`src/rtl/t_switch_pipe_if.sv`:
```
// Port bundle for the buffered BFT T-switch: the three packet inputs with
// their ready outputs, and the three packet outputs with their ready inputs.
// The switch uses the slave modport; the neighbouring logic uses master.
interface t_switch_pipe_if #(
  parameter int p_sz = 52
);
  logic [p_sz-1:0] l_bus_i, r_bus_i, u_bus_i;
  logic            l_rdy_o, r_rdy_o, u_rdy_o;
  logic [p_sz-1:0] l_bus_o, r_bus_o, u_bus_o;
  logic            l_rdy_i, r_rdy_i, u_rdy_i;

  modport slave (
    input  l_bus_i, r_bus_i, u_bus_i, l_rdy_i, r_rdy_i, u_rdy_i,
    output l_rdy_o, r_rdy_o, u_rdy_o, l_bus_o, r_bus_o, u_bus_o
  );

  modport master (
    output l_bus_i, r_bus_i, u_bus_i, l_rdy_i, r_rdy_i, u_rdy_i,
    input  l_rdy_o, r_rdy_o, u_rdy_o, l_bus_o, r_bus_o, u_bus_o
  );
endinterface

```
`src/rtl/t_switch_pipe.sv`:
```
// Buffered, back-pressured BFT T-switch (left child, right child, parent).
// Each input has a small FIFO; each output has a register fed by a two-way
// round-robin arbiter over the FIFO heads routed to it. Misrouted heads are
// popped and discarded. Index convention throughout: 0 = l, 1 = r, 2 = u.
// Optional build macro T_SWITCH_PERF_EN adds saturating forward/drop counters.
module t_switch_pipe #(
  parameter int num_leaves = 256,
  parameter int payload_sz = 43,
  parameter int p_sz       = 52,
  parameter int addr       = 0,
  parameter int level      = 7,
  parameter int FIFO_DEPTH = 4
) (
  input  logic           clk,
  input  logic           reset,
  t_switch_pipe_if.slave sw
`ifdef T_SWITCH_PERF_EN
  ,
  output logic [31:0]    fwd_cnt_l,
  output logic [31:0]    fwd_cnt_r,
  output logic [31:0]    fwd_cnt_u,
  output logic [15:0]    drop_cnt
`endif
);

  localparam int addr_sz = $clog2(num_leaves);
  localparam int ptr_sz  = $clog2(FIFO_DEPTH);
  localparam int cnt_sz  = ptr_sz + 1;

  if (p_sz != 1 + addr_sz + payload_sz) begin : g_bad_p_sz
    $error("t_switch_pipe: p_sz must equal 1 + addr_sz + payload_sz");
  end
  if (FIFO_DEPTH < 2 || (FIFO_DEPTH & (FIFO_DEPTH - 1)) != 0) begin : g_bad_depth
    $error("t_switch_pipe: FIFO_DEPTH must be a power of two >= 2");
  end

  typedef logic [p_sz-1:0] pkt_t;

  pkt_t              in_bus   [3];
  pkt_t              head     [3];
  pkt_t              out_reg  [3];
  pkt_t              out_next [3];
  pkt_t              mem      [3][FIFO_DEPTH];
  logic [ptr_sz-1:0] rd_ptr   [3];
  logic [ptr_sz-1:0] wr_ptr   [3];
  logic [cnt_sz-1:0] count    [3];
  logic [1:0]        route    [3];
  logic [2:0]        head_vld, in_rdy, out_rdy, push, pop, drop;
  logic [2:0]        ld_en, gnt, sel_b, arb_ptr;

  // Destination output for a packet address: 0 = l, 1 = r, 2 = u.
  function automatic logic [1:0] route_of(input logic [addr_sz-1:0] dest);
    if ((dest >> (level + 1)) != addr_sz'(addr)) return 2'd2;
    return dest[level] ? 2'd1 : 2'd0;
  endfunction

  assign in_bus[0]  = sw.l_bus_i;
  assign in_bus[1]  = sw.r_bus_i;
  assign in_bus[2]  = sw.u_bus_i;
  assign out_rdy    = {sw.u_rdy_i, sw.r_rdy_i, sw.l_rdy_i};
  assign sw.l_rdy_o = in_rdy[0];
  assign sw.r_rdy_o = in_rdy[1];
  assign sw.u_rdy_o = in_rdy[2];
  assign sw.l_bus_o = out_reg[0];
  assign sw.r_bus_o = out_reg[1];
  assign sw.u_bus_o = out_reg[2];

  // FIFO heads, their routes, misroute detection and input-side acceptance.
  always_comb begin
    head     = '{default: '0};
    route    = '{default: '0};
    head_vld = '0;
    drop     = '0;
    in_rdy   = '0;
    push     = '0;
    for (int i = 0; i < 3; i++) begin
      head[i]     = mem[i][rd_ptr[i]];
      head_vld[i] = (count[i] != '0);
      route[i]    = route_of(head[i][p_sz-2 -: addr_sz]);
      drop[i]     = head_vld[i] && (route[i] == 2'(i));
      in_rdy[i]   = !reset && (count[i] != cnt_sz'(FIFO_DEPTH));
      push[i]     = in_bus[i][p_sz-1] && in_rdy[i];
    end
  end

  // Per-output round-robin between its two possible sources; pops the winner.
  always_comb begin
    logic [1:0] ra;
    logic [1:0] rb;
    logic       want_a;
    logic       want_b;
    ra       = '0;
    rb       = '0;
    want_a   = 1'b0;
    want_b   = 1'b0;
    pop      = drop;
    ld_en    = '0;
    sel_b    = '0;
    gnt      = '0;
    out_next = '{default: '0};
    for (int o = 0; o < 3; o++) begin
      // Source a is the reset-preferred one: l for outputs r and u, r for output l.
      ra        = (o == 0) ? 2'd1 : 2'd0;
      rb        = (o == 2) ? 2'd1 : 2'd2;
      want_a    = head_vld[ra] && (route[ra] == 2'(o));
      want_b    = head_vld[rb] && (route[rb] == 2'(o));
      ld_en[o]  = !out_reg[o][p_sz-1] || out_rdy[o];
      sel_b[o]  = want_b && (!want_a || arb_ptr[o]);
      gnt[o]    = ld_en[o] && (want_a || want_b);
      if (gnt[o]) begin
        if (sel_b[o]) begin
          out_next[o] = head[rb];
          pop[rb]     = 1'b1;
        end else begin
          out_next[o] = head[ra];
          pop[ra]     = 1'b1;
        end
      end
    end
  end

  // FIFO pointers and occupancy; a simultaneous push and pop leaves count alone.
  always_ff @(posedge clk) begin
    if (reset) begin
      for (int i = 0; i < 3; i++) begin
        rd_ptr[i] <= '0;
        wr_ptr[i] <= '0;
        count[i]  <= '0;
      end
    end else begin
      for (int i = 0; i < 3; i++) begin
        if (push[i]) wr_ptr[i] <= wr_ptr[i] + ptr_sz'(1);
        if (pop[i])  rd_ptr[i] <= rd_ptr[i] + ptr_sz'(1);
        if (push[i] && !pop[i])      count[i] <= count[i] + cnt_sz'(1);
        else if (!push[i] && pop[i]) count[i] <= count[i] - cnt_sz'(1);
      end
    end
  end

  // FIFO storage; stale entries are harmless because count gates every read.
  always_ff @(posedge clk) begin
    for (int i = 0; i < 3; i++) begin
      if (push[i]) mem[i][wr_ptr[i]] <= in_bus[i];
    end
  end

  // Output registers reload when empty or drained; pointer flips after a grant.
  always_ff @(posedge clk) begin
    if (reset) begin
      out_reg <= '{default: '0};
      arb_ptr <= '0;
    end else begin
      for (int o = 0; o < 3; o++) begin
        if (ld_en[o]) out_reg[o] <= out_next[o];
        if (gnt[o])   arb_ptr[o] <= !sel_b[o];
      end
    end
  end

`ifdef T_SWITCH_PERF_EN
  logic [1:0]  drop_n;
  logic [16:0] drop_sum;

  assign drop_n   = 2'(drop[0]) + 2'(drop[1]) + 2'(drop[2]);
  assign drop_sum = {1'b0, drop_cnt} + 17'(drop_n);

  // Saturating delivery and drop counters.
  always_ff @(posedge clk) begin
    if (reset) begin
      fwd_cnt_l <= '0;
      fwd_cnt_r <= '0;
      fwd_cnt_u <= '0;
      drop_cnt  <= '0;
    end else begin
      if (out_reg[0][p_sz-1] && out_rdy[0] && fwd_cnt_l != '1) fwd_cnt_l <= fwd_cnt_l + 32'd1;
      if (out_reg[1][p_sz-1] && out_rdy[1] && fwd_cnt_r != '1) fwd_cnt_r <= fwd_cnt_r + 32'd1;
      if (out_reg[2][p_sz-1] && out_rdy[2] && fwd_cnt_u != '1) fwd_cnt_u <= fwd_cnt_u + 32'd1;
      drop_cnt <= drop_sum[16] ? '1 : drop_sum[15:0];
    end
  end
`endif

endmodule
```
`src/flat_wrapper.sv`:
```
// flat-port wrapper written by rule: the top's interface ports become plain ports
module t_switch_pipe_flat 
#(
  parameter int num_leaves = 256,
  parameter int payload_sz = 43,
  parameter int p_sz       = 52,
  parameter int addr       = 0,
  parameter int level      = 7,
  parameter int FIFO_DEPTH = 4
)
  (clk, reset, sw_l_bus_i, sw_r_bus_i, sw_u_bus_i, sw_l_rdy_i, sw_r_rdy_i, sw_u_rdy_i, sw_l_rdy_o, sw_r_rdy_o, sw_u_rdy_o, sw_l_bus_o, sw_r_bus_o, sw_u_bus_o);
  t_switch_pipe_if #(.p_sz(p_sz)) sw_i ();
  input  logic clk;
  input  logic reset;
  input wire logic [$bits(sw_i.l_bus_i)-1:0] sw_l_bus_i;
  input wire logic [$bits(sw_i.r_bus_i)-1:0] sw_r_bus_i;
  input wire logic [$bits(sw_i.u_bus_i)-1:0] sw_u_bus_i;
  input wire logic [$bits(sw_i.l_rdy_i)-1:0] sw_l_rdy_i;
  input wire logic [$bits(sw_i.r_rdy_i)-1:0] sw_r_rdy_i;
  input wire logic [$bits(sw_i.u_rdy_i)-1:0] sw_u_rdy_i;
  output wire logic [$bits(sw_i.l_rdy_o)-1:0] sw_l_rdy_o;
  output wire logic [$bits(sw_i.r_rdy_o)-1:0] sw_r_rdy_o;
  output wire logic [$bits(sw_i.u_rdy_o)-1:0] sw_u_rdy_o;
  output wire logic [$bits(sw_i.l_bus_o)-1:0] sw_l_bus_o;
  output wire logic [$bits(sw_i.r_bus_o)-1:0] sw_r_bus_o;
  output wire logic [$bits(sw_i.u_bus_o)-1:0] sw_u_bus_o;
  assign sw_i.l_bus_i = sw_l_bus_i;
  assign sw_i.r_bus_i = sw_r_bus_i;
  assign sw_i.u_bus_i = sw_u_bus_i;
  assign sw_i.l_rdy_i = sw_l_rdy_i;
  assign sw_i.r_rdy_i = sw_r_rdy_i;
  assign sw_i.u_rdy_i = sw_u_rdy_i;
  assign sw_l_rdy_o = sw_i.l_rdy_o;
  assign sw_r_rdy_o = sw_i.r_rdy_o;
  assign sw_u_rdy_o = sw_i.u_rdy_o;
  assign sw_l_bus_o = sw_i.l_bus_o;
  assign sw_r_bus_o = sw_i.r_bus_o;
  assign sw_u_bus_o = sw_i.u_bus_o;
  t_switch_pipe #(.num_leaves(num_leaves), .payload_sz(payload_sz), .p_sz(p_sz), .addr(addr), .level(level), .FIFO_DEPTH(FIFO_DEPTH)) u_core (.clk(clk), .reset(reset), .sw(sw_i));
endmodule
```
`config.mk`:
```
export PLATFORM = sky130hd
export DESIGN_NAME = t_switch_pipe_flat
export DESIGN_NICKNAME = d
export VERILOG_FILES = /design/src/rtl/t_switch_pipe_if.sv /design/src/rtl/t_switch_pipe.sv /design/src/flat_wrapper.sv
export SDC_FILE = /design/constraint.sdc
export NUM_CORES = 1
export LEC_CHECK = 0
export CAP_MARGIN = 25
export CORE_MARGIN = 1.5
export CORE_UTILIZATION = 50
export CTS_BUF_LIST = sky130_fd_sc_hd__clkbuf_16
export DETAILED_ROUTE_END_ITERATION = 12
export HOLD_SLACK_MARGIN = 0.06
export PLACE_DENSITY = 0.68
export SKIP_LAST_GASP = 1
export SLEW_MARGIN = 10
export SYNTH_ARGS = -nofsm -noshare
export SYNTH_HDL_FRONTEND = slang
export SYNTH_SLANG_ARGS = --single-unit
```
`constraint.sdc`:
```
create_clock -name clk -period 6.8 [get_ports clk]
set_clock_uncertainty 0.05 [all_clocks]
set_input_delay 0.68 -clock clk [delete_from_list [all_inputs] [get_ports clk]]
set_output_delay 0.68 -clock clk [all_outputs]
set_load 0.01 [all_outputs]
```
==> results.md <==
* Final Cycle Share at 52.8%
* Worst path cell trace: mux2i_1, nor3b_1, o21a_2, buf_4, a21oi_2, or3b_1, a32oi_1
* Outcome: complete, no violations
* Register bit total from synthesis at 751
* Arr. time, crit path at 3990 ps
* Fillers at 4107
* Worst-path clk slew at 60 ps
* Final WL at 66.6 mm
* Clk root buf: clkbuf_16
* Leak at 11.4 nW
* Vias in the first global route at 15124
* Final hold vios at 0
* Syn Std Cell Area at 28700 sq um
* Nets at 1966
* Sw frac at 30.6%
* Die Y at 242 um
* Req. time, crit path at 7200 ps
* Critical path peak fanout at 52
* Placed Cells incl. Taps at 2462
* Ys Warns at 0
* Resized Gates After CTS at 0
* DIE AREA at 58800 sq um
* CP Launch Type: register
* Total Routing Usage GR at 22.8%
* H-tree Lvls at 3
* Setup_tns at 0 ps
* R2r startpoint: u_core.rd_ptr[0][5]
* Util after Layout at 60.8%
* Seq pwr share at 41.7%
* IO buf count at 266
* Gr ovfl total at 0
* Die Wd at 242 um
* Worst Path Buf+Inv at 1
* Layout Area Growth over Synthesis at 19.9%
* Via density at 5.76
* Peak supply drop at 0.000236 V
* MaxCap Viol Count at 0
* Distinct cells, synth at 56
* Post-CTS setup buffer count at 0
* Max Root-Sink Buffers at 3
* R2R setup slack at 3210 ps
* Initial core utilization at 50.7%
* Vias at 15045
* Worst reg2reg endpoint: u_core.count[2][2]
* Synth Flop Type: edfxtp_1
* Crit path largest cell delay at 960 ps
* Seq/Total Area, Yosys at 75.0%
* CP max stage cell: edfxtp_1
* Comb pwr share at 30.2%
* Core area at 56500 sq um
* # IOs at 320
* Hold depth at 2
* Max-slew headroom at 37.6%
* Hold-fix buffers at CTS at 0
* Synthesized instance count at 1511
* CP top delay family: flip-flops
* Hold Path Class: register to register
* Cell Pwr Density at 416 nW/um^2
* CTS Buf Count at 77
* Fin crit period at 3590 ps
* Global-route wire length before repair at 97.8 mm
* Hold path start: u_core.sw.l_bus_o[17]
* CTS sink count at 751
* Post-synth EDFFs at 645
* Worst Hold End: u_core.sw.l_bus_o[17]
* DRC at 0
* Layout cells sized above 1 at 16.9%
* Latest clock arrival within the worst-skew pair at 610 ps
* Setup CP Type: register to register
* Total Power at 14.3 mW
* Pins Over Slew Limit at 0
* Row count at 87
* WL/cell at 25.5 um
* Avg Inst Size Synth at 19.0 sq um
* Residual antenna-violating net count after detailed routing at 0
* Worst-Margin Slew at 936 ps
* Largest net degree at the start of global routing at 65
* CTS tree: done
* R2R depth at 7
* Cell Int Power at 9.92 mW
* NetSw at 4.38 mW
* Unrepaired setup endpoints after global routing: false
* Final setup vio count at 0
* Final Non-Filler Cells at 2611
* Maximum clock frequency at 0.279 GHz
* First-pass DRT Iterations at 7
* CP Capture Type: register
* Post-DP HPWL at 41.1 mm
* GP Congestion at 0.848
* Fraction of registers with async set/reset at 0%
* Initial antenna violation count at 12
* 1st-iter DRT viols at 1148
* Clk pwr share at 28.2%
## placed cells by master (no fill, tap or decap), types with 15 or more instances in the layout
master and count:
a21oi_1 19, a221oi_1 87, buf_4 23, clkbuf_16 81
clkdlybuf4s50_1 265, clkinv_1 16, conb_1 52, dfxtp_1 106
edfxtp_1 645, ha_1 15, inv_1 44, mux4_2 155
nand2_1 19, nor2_1 110, nor3_1 90
## state kept, by name, summed over array words and instances (netlist names)
signal and flops:
u_core.rd_ptr 6, u_core.count 9, u_core.arb_ptr 2, u_core.mem 624
u_core.wr_ptr 6, u_core.sw.r_bus_o 52, u_core.sw.l_bus_o 52
## cells in the mapped netlist, types with 2 or more instances
master / count / area (sq um)
nand3_1: 3 / 15.0
nor3b_1: 2 / 15.0
buf_1: 5 / 18.8
dfxtp_1: 106 / 2120
or3b_1: 2 / 17.5
nand2_1: 19 / 71.3
buf_6: 2 / 22.5
mux4_2: 155 / 3490
ha_1: 15 / 188
nand2b_1: 8 / 50.1
edfxtp_1: 645 / 19400
a211oi_1: 2 / 15.0
a21oi_1: 20 / 100
buf_4: 58 / 435
a31oi_1: 3 / 18.8
clkbuf_1: 65 / 244
xnor2_1: 5 / 43.8
mux2i_1: 2 / 20.0
o21a_1: 2 / 15.0
xor2_1: 4 / 35.0
buf_2: 14 / 70.1
nor3_1: 90 / 450
or2_2: 5 / 31.3
and2_1: 9 / 56.3
a221oi_1: 87 / 762
nor3_2: 2 / 20.0
o311ai_1: 2 / 17.5
and3_1: 5 / 31.3
nand4b_1: 3 / 26.3
nor2b_1: 8 / 50.1
a22oi_1: 13 / 97.6
nor2_1: 110 / 413
inv_1: 16 / 60.1
fa_1: 2 / 40.0
## cell type report
class	count	area (sq um)	area share, %
clock buffer	81	2030	5.90
sequential	751	21500	62.5
clock inverter	61	405	1.18
antenna	4	10.0	0.0291
multi-input combinational	651	6580	19.1
inverter	16	60.1	0.175
tap	756	946	2.75
timing repair buffer	291	2860	8.33
## power by group through the flow
| stage | sequential (mW) | combinational [mW] | clock [mW] |
|---|---|---|---|
| 2_1_floorplan | 6.03 | 2.71 | 0 |
| 3_3_place_gp | 6.02 | 4.28 | 0 |
| 3_5_place_dp | 6.05 | 4.35 | 0 |
| 4_1_cts | 5.96 | 4.38 | 4.10 |
| 5_1_grt | 6.01 | 4.65 | 4.29 |
| 6_report | 5.96 | 4.31 | 4.03 |
## per-stage QoR
step / cell area [sq um] / hold slack [ps] / setup slack [ps]
after detailed placement: 31900 / 396 / 3220
after global routing: 34400 / 425 / 2980
final: 34400 / 401 / 3210
after floorplan: 28900 / 426 / 3780
after CTS: 34300 / 402 / 3250
after global placement: 31900 / 391 / 3240
## logic make-up (layout without fill, tap and decap cells)
kind of cell             after synthesis  after routing  share of synthesized area [%]
AO/OA/AOI/OAI                        144            144                           4.20
XOR/XNOR                               9              9                          0.275
adder cells (fa/ha/maj)               17             17                          0.794
buffers and inverters                160            449                           2.97
flip-flops                           751            751                           75.0
multiplexers                         158            158                           12.3
other                                  1             56                         0.0131
AND/OR/NAND/NOR                      271            271                           4.50
## worst max-delay path by stage
stage                               to  depth (start not counted)  slack, ps                start
finish              u_core.count[2][2]                          7       3210  u_core.rd_ptr[0][5]
detailed placement  u_core.count[0][2]                         10       3220           sw_r_rdy_i
CTS                 u_core.count[2][2]                          6       3250  u_core.rd_ptr[0][5]
global route        u_core.count[2][2]                          7       2980  u_core.rd_ptr[0][5]
floorplan             u_core.mem[0][0]                          3       3780       sw_l_bus_i[51]
global placement    u_core.count[0][2]                         10       3240           sw_r_rdy_i
## tightest hold or removal path: stages (launching register included)
cell,delay [ps]
dfxtp_1,310
nand2_1,50
a21oi_1,50
## layer usage
layer / wire (um) / GRT usage [%] / vias to the layer above
met4: 1750 / 6.76 / 18
met2: 34500 / 38.6 / 549
met1: 25500 / 29.2 / 7755
met5: 114 / 0 / -
li1: - / - / 6600
met3: 4710 / 5.65 / 123
Note: power is estimated with default switching activity, not from simulation.
